**src/rtl/timer_counter_bank_if.sv**
```systemverilog
// Bus bundle for timer_counter_bank: register strobes, registered read data and per-channel irq.
// The slave modport is the timer bank; the master modport is the bus controller.
interface timer_counter_bank_if #(
    parameter int NUM_CHANNELS        = 4,
    parameter int TIMER_COUNTER_WIDTH = 8
);
    logic [$clog2(NUM_CHANNELS)+1:0]  addr;
    logic                             wr_en;
    logic [TIMER_COUNTER_WIDTH-1:0]   wr_data;
    logic                             rd_en;
    logic [TIMER_COUNTER_WIDTH-1:0]   rd_data;
    logic [NUM_CHANNELS-1:0]          irq;

    modport master (
        output addr, wr_en, wr_data, rd_en,
        input  rd_data, irq
    );

    modport slave (
        input  addr, wr_en, wr_data, rd_en,
        output rd_data, irq
    );
endinterface

```
**src/rtl/timer_counter_bank.sv**
```systemverilog
// Bank of memory-mapped prescaled up/down timer/counters with auto-reload and sticky irq flags.
// Define TIMER_COUNTER_ONESHOT_EN to add CTRL bit4 (oneshot: stop the channel on its wrap tick).
module timer_counter_bank #(
    parameter int NUM_CHANNELS        = 4,
    parameter int TIMER_COUNTER_WIDTH = 8
) (
    input  logic                  clk,
    input  logic                  rst_n,
    timer_counter_bank_if.slave   bus
);
    localparam int W = TIMER_COUNTER_WIDTH;

    logic [W-1:0] max_q    [NUM_CHANNELS];
    logic [W-1:0] max_d    [NUM_CHANNELS];
    logic [W-1:0] period_q [NUM_CHANNELS];
    logic [W-1:0] period_d [NUM_CHANNELS];
    logic [W-1:0] pre_q    [NUM_CHANNELS];
    logic [W-1:0] pre_d    [NUM_CHANNELS];
    logic [W-1:0] count_q  [NUM_CHANNELS];
    logic [W-1:0] count_d  [NUM_CHANNELS];

    logic [NUM_CHANNELS-1:0] en_q, en_d;
    logic [NUM_CHANNELS-1:0] dir_q, dir_d;
    logic [NUM_CHANNELS-1:0] flag_q, flag_d;
    logic [NUM_CHANNELS-1:0] ie_q, ie_d;
`ifdef TIMER_COUNTER_ONESHOT_EN
    logic [NUM_CHANNELS-1:0] os_q, os_d;
`endif

    logic [W-1:0] rd_data_q, rd_mux;
    logic [4:0]   chan;
    logic [1:0]   off;
    logic         chan_ok;

    assign chan    = 5'(bus.addr >> 2);
    assign off     = bus.addr[1:0];
    assign chan_ok = (chan < 5'(NUM_CHANNELS));

    always_comb begin : next_state
        logic sel, wr_ctrl, wr_per, wr_cnt, tick, wrap;
        max_d    = max_q;
        period_d = period_q;
        pre_d    = pre_q;
        count_d  = count_q;
        en_d     = en_q;
        dir_d    = dir_q;
        flag_d   = flag_q;
        ie_d     = ie_q;
`ifdef TIMER_COUNTER_ONESHOT_EN
        os_d     = os_q;
`endif
        for (int c = 0; c < NUM_CHANNELS; c++) begin
            sel     = bus.wr_en && chan_ok && (chan == 5'(c));
            wr_ctrl = sel && (off == 2'd1);
            wr_per  = sel && (off == 2'd2);
            wr_cnt  = sel && (off == 2'd3);
            tick    = en_q[c] && (pre_q[c] == period_q[c]);
            // a COUNT write swallows a coincident tick, including its flag
            wrap    = tick && !wr_cnt &&
                      (dir_q[c] ? (count_q[c] == '0) : (count_q[c] == max_q[c]));

            if (sel && (off == 2'd0)) max_d[c] = bus.wr_data;
            if (wr_per) period_d[c] = bus.wr_data;

            if (wr_per || wr_cnt)   pre_d[c] = '0;
            else if (en_q[c])       pre_d[c] = tick ? '0 : pre_q[c] + W'(1);

            if (wr_cnt)
                count_d[c] = bus.wr_data;
            else if (tick && dir_q[c])
                count_d[c] = (count_q[c] == '0) ? max_q[c] : count_q[c] - W'(1);
            else if (tick)
                count_d[c] = (count_q[c] == max_q[c]) ? '0 : count_q[c] + W'(1);

            if (wrap)                              flag_d[c] = 1'b1;
            else if (wr_ctrl && bus.wr_data[2])    flag_d[c] = 1'b0;

            if (wr_ctrl) begin
                en_d[c]  = bus.wr_data[0];
                dir_d[c] = bus.wr_data[1];
                ie_d[c]  = bus.wr_data[3];
`ifdef TIMER_COUNTER_ONESHOT_EN
                os_d[c]  = bus.wr_data[4];
            end else if (wrap && os_q[c]) begin
                en_d[c]  = 1'b0;
`endif
            end
        end
    end

    always_comb begin
        rd_mux = '0;
        for (int c = 0; c < NUM_CHANNELS; c++) begin
            if (chan_ok && (chan == 5'(c))) begin
                case (off)
                    2'd0: rd_mux = max_q[c];
`ifdef TIMER_COUNTER_ONESHOT_EN
                    2'd1: rd_mux = W'({os_q[c], ie_q[c], flag_q[c], dir_q[c], en_q[c]});
`else
                    2'd1: rd_mux = W'({ie_q[c], flag_q[c], dir_q[c], en_q[c]});
`endif
                    2'd2: rd_mux = period_q[c];
                    default: rd_mux = count_q[c];
                endcase
            end
        end
    end

    always_ff @(posedge clk or negedge rst_n) begin
        if (!rst_n) begin
            for (int c = 0; c < NUM_CHANNELS; c++) begin
                max_q[c]    <= '0;
                period_q[c] <= '0;
                pre_q[c]    <= '0;
                count_q[c]  <= '0;
            end
            en_q      <= '0;
            dir_q     <= '0;
            flag_q    <= '0;
            ie_q      <= '0;
`ifdef TIMER_COUNTER_ONESHOT_EN
            os_q      <= '0;
`endif
            rd_data_q <= '0;
        end else begin
            max_q    <= max_d;
            period_q <= period_d;
            pre_q    <= pre_d;
            count_q  <= count_d;
            en_q     <= en_d;
            dir_q    <= dir_d;
            flag_q   <= flag_d;
            ie_q     <= ie_d;
`ifdef TIMER_COUNTER_ONESHOT_EN
            os_q     <= os_d;
`endif
            if (bus.rd_en) rd_data_q <= rd_mux;
        end
    end

    assign bus.rd_data = rd_data_q;
    assign bus.irq     = flag_q & ie_q;

endmodule

```
**src/flat_wrapper.sv**
```systemverilog
// flat-port wrapper written by rule: the top's interface ports become plain ports
module timer_counter_bank_flat 
#(
    parameter int NUM_CHANNELS        = 4,
    parameter int TIMER_COUNTER_WIDTH = 8
)
  (clk, rst_n, bus_addr, bus_wr_en, bus_wr_data, bus_rd_en, bus_rd_data, bus_irq);
  timer_counter_bank_if #(.NUM_CHANNELS(NUM_CHANNELS), .TIMER_COUNTER_WIDTH(TIMER_COUNTER_WIDTH)) bus_i ();
  input  logic clk;
  input  logic rst_n;
  input wire logic [$bits(bus_i.addr)-1:0] bus_addr;
  input wire logic [$bits(bus_i.wr_en)-1:0] bus_wr_en;
  input wire logic [$bits(bus_i.wr_data)-1:0] bus_wr_data;
  input wire logic [$bits(bus_i.rd_en)-1:0] bus_rd_en;
  output wire logic [$bits(bus_i.rd_data)-1:0] bus_rd_data;
  output wire logic [$bits(bus_i.irq)-1:0] bus_irq;
  assign bus_i.addr = bus_addr;
  assign bus_i.wr_en = bus_wr_en;
  assign bus_i.wr_data = bus_wr_data;
  assign bus_i.rd_en = bus_rd_en;
  assign bus_rd_data = bus_i.rd_data;
  assign bus_irq = bus_i.irq;
  timer_counter_bank #(.NUM_CHANNELS(NUM_CHANNELS), .TIMER_COUNTER_WIDTH(TIMER_COUNTER_WIDTH)) u_core (.clk(clk), .rst_n(rst_n), .bus(bus_i));
endmodule
```
**config.mk**
```make
export PLATFORM = sky130hd
export DESIGN_NAME = timer_counter_bank_flat
export DESIGN_NICKNAME = d
export VERILOG_FILES = /design/src/rtl/timer_counter_bank_if.sv /design/src/rtl/timer_counter_bank.sv /design/src/flat_wrapper.sv
export SDC_FILE = /design/constraint.sdc
export NUM_CORES = 1
export LEC_CHECK = 0
export ABC_CLOCK_PERIOD_IN_PS = 4700
export BUFFER_PORTS_ARGS = -buffer_cell sky130_fd_sc_hd__clkbuf_2
export CAP_MARGIN = 10
export CORE_ASPECT_RATIO = 0.9
export CORE_MARGIN = 5
export CORE_UTILIZATION = 57
export CTS_CLUSTER_SIZE = 20
export DETAILED_ROUTE_END_ITERATION = 7
export PLACE_DENSITY_LB_ADDON = 0.08
export RECOVER_POWER = 50
export SLEW_MARGIN = 20
export SYNTH_ARGS = -nofsm -noshare
export SYNTH_HDL_FRONTEND = slang
export SYNTH_SLANG_ARGS = --single-unit
```
**constraint.sdc**
```tcl
create_clock -name clk -period 4.7 [get_ports clk]
set_clock_uncertainty 0.2 [all_clocks]
set_input_delay 0.47 -clock clk [delete_from_list [all_inputs] [get_ports clk]]
set_output_delay 0.47 -clock clk [all_outputs]
set_load 0.05 [all_outputs]
```
==> metrics.yaml <==
outcome:
  outcome: "complete, but fails checks"
  violations: "max-capacitance violations, max-slew violations"
placement:
  gp_congestion: 0.9226
  port-buffer-count: 27
  place_ws_ns: 1.640
  placed_area_um2: 10330
  hpwlAfterDp_um: 19560
  dp.cells: 1246
clock_tree:
  cts_tree: "yes"
  clkSinkCount: 152
  cts_setup_buffers: 0
  root_buffer: "clkbuf_16"
  path_clk_slew_ns: 0.06
  clk_latency_ns: 0.43
  cts_buffers: 17
  cts_resized: 0
  htree_num_levels: 4
  cts.hold.buffers_added: 1
  cts_max_path_buffers: 2
timing:
  slew_headroom_pct: -42.09
  worst_pin_slew_ns: 2.131
  rsz0062_at_grt: "false"
  min_period_ns: 2.864
  setup_viol: 0
  period_share_pct: 60.94
  max_freq_mhz: 349.1
  hold_viol_final: 0
  layout_setup_ws_ns: 1.836
  setup_tns_ns: 0
  maxSlewViolCount: 83
route:
  antenna_left: 0
  wl_um: 28920
  drt_iter0_drc: 828
  met1_length_um: 13070
  remaining_drc_errors: 0
  dr_wl_met3_um: 2040
  top_layer: "met4"
  met2_length_um: 13120
  vias: 8407
  viasPerCell: 6.583
  first_pass_iters: 5
  wl_per_cell_um: 22.65
logic_synthesis:
  synthMuxAreaShare_pct: 16.40
  synth_seq_area_share_pct: 37.38
  synthXorXnorAreaFrac_pct: 8.090
  synth_top_area_cell: "dfrtp_1"
  ys.flop_type: "dfrtp_1"
  yosys_warnings: 0
  synth_edf_count: 0
  ys_ff_latch: 152
  synthSimpleGateAreaFrac_pct: 16.76
  yosysUniqueCellTypes: 63
  syn_inst: 1058
  synth_nets: 1090
  synth_top_family_by_area: "simple AND/OR/NAND/NOR gates"
  synthAdderAreaFrac_pct: 1.967
  synth_area_leaders: "dfrtp_1 (37%), mux2_2 (8.6%), mux4_2 (5.3%)"
  avgSynthCellArea_um2: 9.618
  synth_top_cell_area_share_pct: 37.38
  synthArstFlopShare_pct: 100.0
  synth-compound-area-share_pct: 15.22
  syn_area_um2: 10180
layout:
  fin_nets: 1058
  regArea_um2: 3804
  syn_to_final_growth_pct: 7.648
  fillers: 1507
  multi_input_area_um2: 5958
  design_area_um2: 10950
  antenna_cells: 0
  final_layout_size_suffix_gt1_share_pct: 16.88
  instances_no_fill: 1277
grt:
  grt_overflow: 0
  track_usage_pct: 29.01
  grt_pass1_wl_um: 45970
  antenna_found_initial: 0
  grt_max_degree: 84
  grt_pass1_vias: 7943
floorplan:
  die_width_um: 150.8
  die-area_um2: 20630
  row_count: 46
  core-area_um2: 17610
  die_h_um: 136.8
  boundaryPins: 28
  start_util_pct: 57.78
worst_setup_path:
  crit_type: "flip-flop to flip-flop"
  cp.required_ns: 4.82
  crit_fanout: 18
  cp.arrival_ns: 2.98
  end_kind: "flip-flop"
  cp-start-kind: "flip-flop"
power_and_ir_drop:
  vdd_drop_max_mv: 0.2918
  power_density_nw_per_um2: 564.5
  p_total_mw: 6.184
  p_leak_nw: 4.506
run:
  drv_cap: 1
worst_hold_path:
  hp-class: "input pin to flip-flop"
==> kinds of logic after synthesis <==
logic type | Yosys count
compound gates | 239
xor+xnor | 94
fa+ha+maj | 16
buf+inv | 105
flops | 152
mux | 126
simple gates | 326
==> metrics by stage <==
| step | hold slack (ns) | util [%] |
|---|---|---|
| after floorplan | -0.02559 | - |
| after CTS | 0.2255 | 62.28 |
| final | 0.2510 | 62.20 |
| after global placement | 0.3009 | 58.63 |
| after detailed placement | 0.3055 | 58.63 |
| after global routing | 0.2366 | 62.20 |
==> report_power, final <==
part / switching (mW) / leakage [nW] / internal (mW)
clock network: 0.542 / 0.309 / 0.962
registers: 0.846 / 1.89 / 1.68
logic: 1.09 / 2.31 / 1.07
total: 2.48 / 4.51 / 3.71
==> cell type report <==
cell class | count | area share [%]
clock inverter | 9 | 1.576
sequential | 152 | 34.72
timing repair buffer | 33 | 1.645
inverter | 21 | 0.7196
tap | 240 | 2.741
multi-input combinational | 801 | 54.39
clock buffer | 21 | 4.203
==> worst max-delay path, stage by stage (launching register included) <==
cell	delay (ns)
dfrtp_1	0.45
xor2_1	0.17
nor4_1	0.55
nand3_1	0.66
and3_1	0.47
a22o_1	0.24
==> worst paths after layout <==
kind,to,cells after the start,slack (ns),startpoint
worst max-delay path,u_core.pre_q[17]$_DFFE_PN0P_,5,1.84,u_core.pre_q[22]$_DFFE_PN0P_
worst min-delay path,u_core.period_q[10]$_DFFE_PN0P_,2,0.25,bus_wr_data[2]
worst max register to register,u_core.pre_q[17]$_DFFE_PN0P_,5,1.84,u_core.pre_q[22]$_DFFE_PN0P_
worst min register to register,u_core.flag_q[3]$_DFFE_PN0P_,1,0.32,u_core.flag_q[3]$_DFFE_PN0P_
max in group asynchronous,u_core.count_q[2]$_DFFE_PN0P_,2,2.04,rst_n
min in group asynchronous,u_core.count_q[31]$_DFFE_PN0P_,2,0.96,rst_n
==> registers in the layout, indices dropped and copies added (netlist names) <==
| name | flops |
|---|---|
| u_core.ie_q | 4 |
| u_core.flag_q | 4 |
| u_core.count_q | 32 |
| u_core.dir_q | 4 |
| u_core.period_q | 32 |
| u_core.max_q | 32 |
| u_core.bus.rd_data | 8 |
| u_core.en_q | 4 |
| u_core.pre_q | 32 |
==> metal layers <==
layer,vias up,track usage (%)
met1,4197,42.06
met3,63,7.020
li1,3823,-
met2,324,43.29
met5,-,0
met4,0,8.812
==> synthesized netlist by cell type (14+ instances only) <==
| cell type | count |
|---|---|
| a21oi_1 | 53 |
| and2_1 | 16 |
| and3_1 | 26 |
| clkbuf_1 | 63 |
| dfrtp_1 | 152 |
| ha_1 | 16 |
| inv_1 | 20 |
| mux2_2 | 78 |
| mux2i_1 | 22 |
| mux4_2 | 24 |
| nand2_1 | 75 |
| nand3_1 | 44 |
| nor2_1 | 52 |
| nor3_1 | 14 |
| nor3b_1 | 15 |
| nor4_1 | 14 |
| o21ai_0 | 66 |
| or3_1 | 17 |
| xnor2_1 | 45 |
| xor2_1 | 49 |
==> placed cells by master (no fill, tap or decap), types with 15 or more instances in the layout <==
master / instances
a21oi_1: 53
and2_1: 15
and3_1: 26
clkbuf_16: 17
clkbuf_2: 18
dfrtp_1: 152
ha_1: 16
inv_1: 20
mux2_2: 78
mux2i_1: 22
mux4_2: 24
nand2_1: 75
nand3_1: 44
nor2_1: 52
nor3b_1: 15
o21ai_0: 66
or3_1: 17
xnor2_1: 45
xor2_1: 49
No activity file was read; power rests on OpenSTA's default activity.
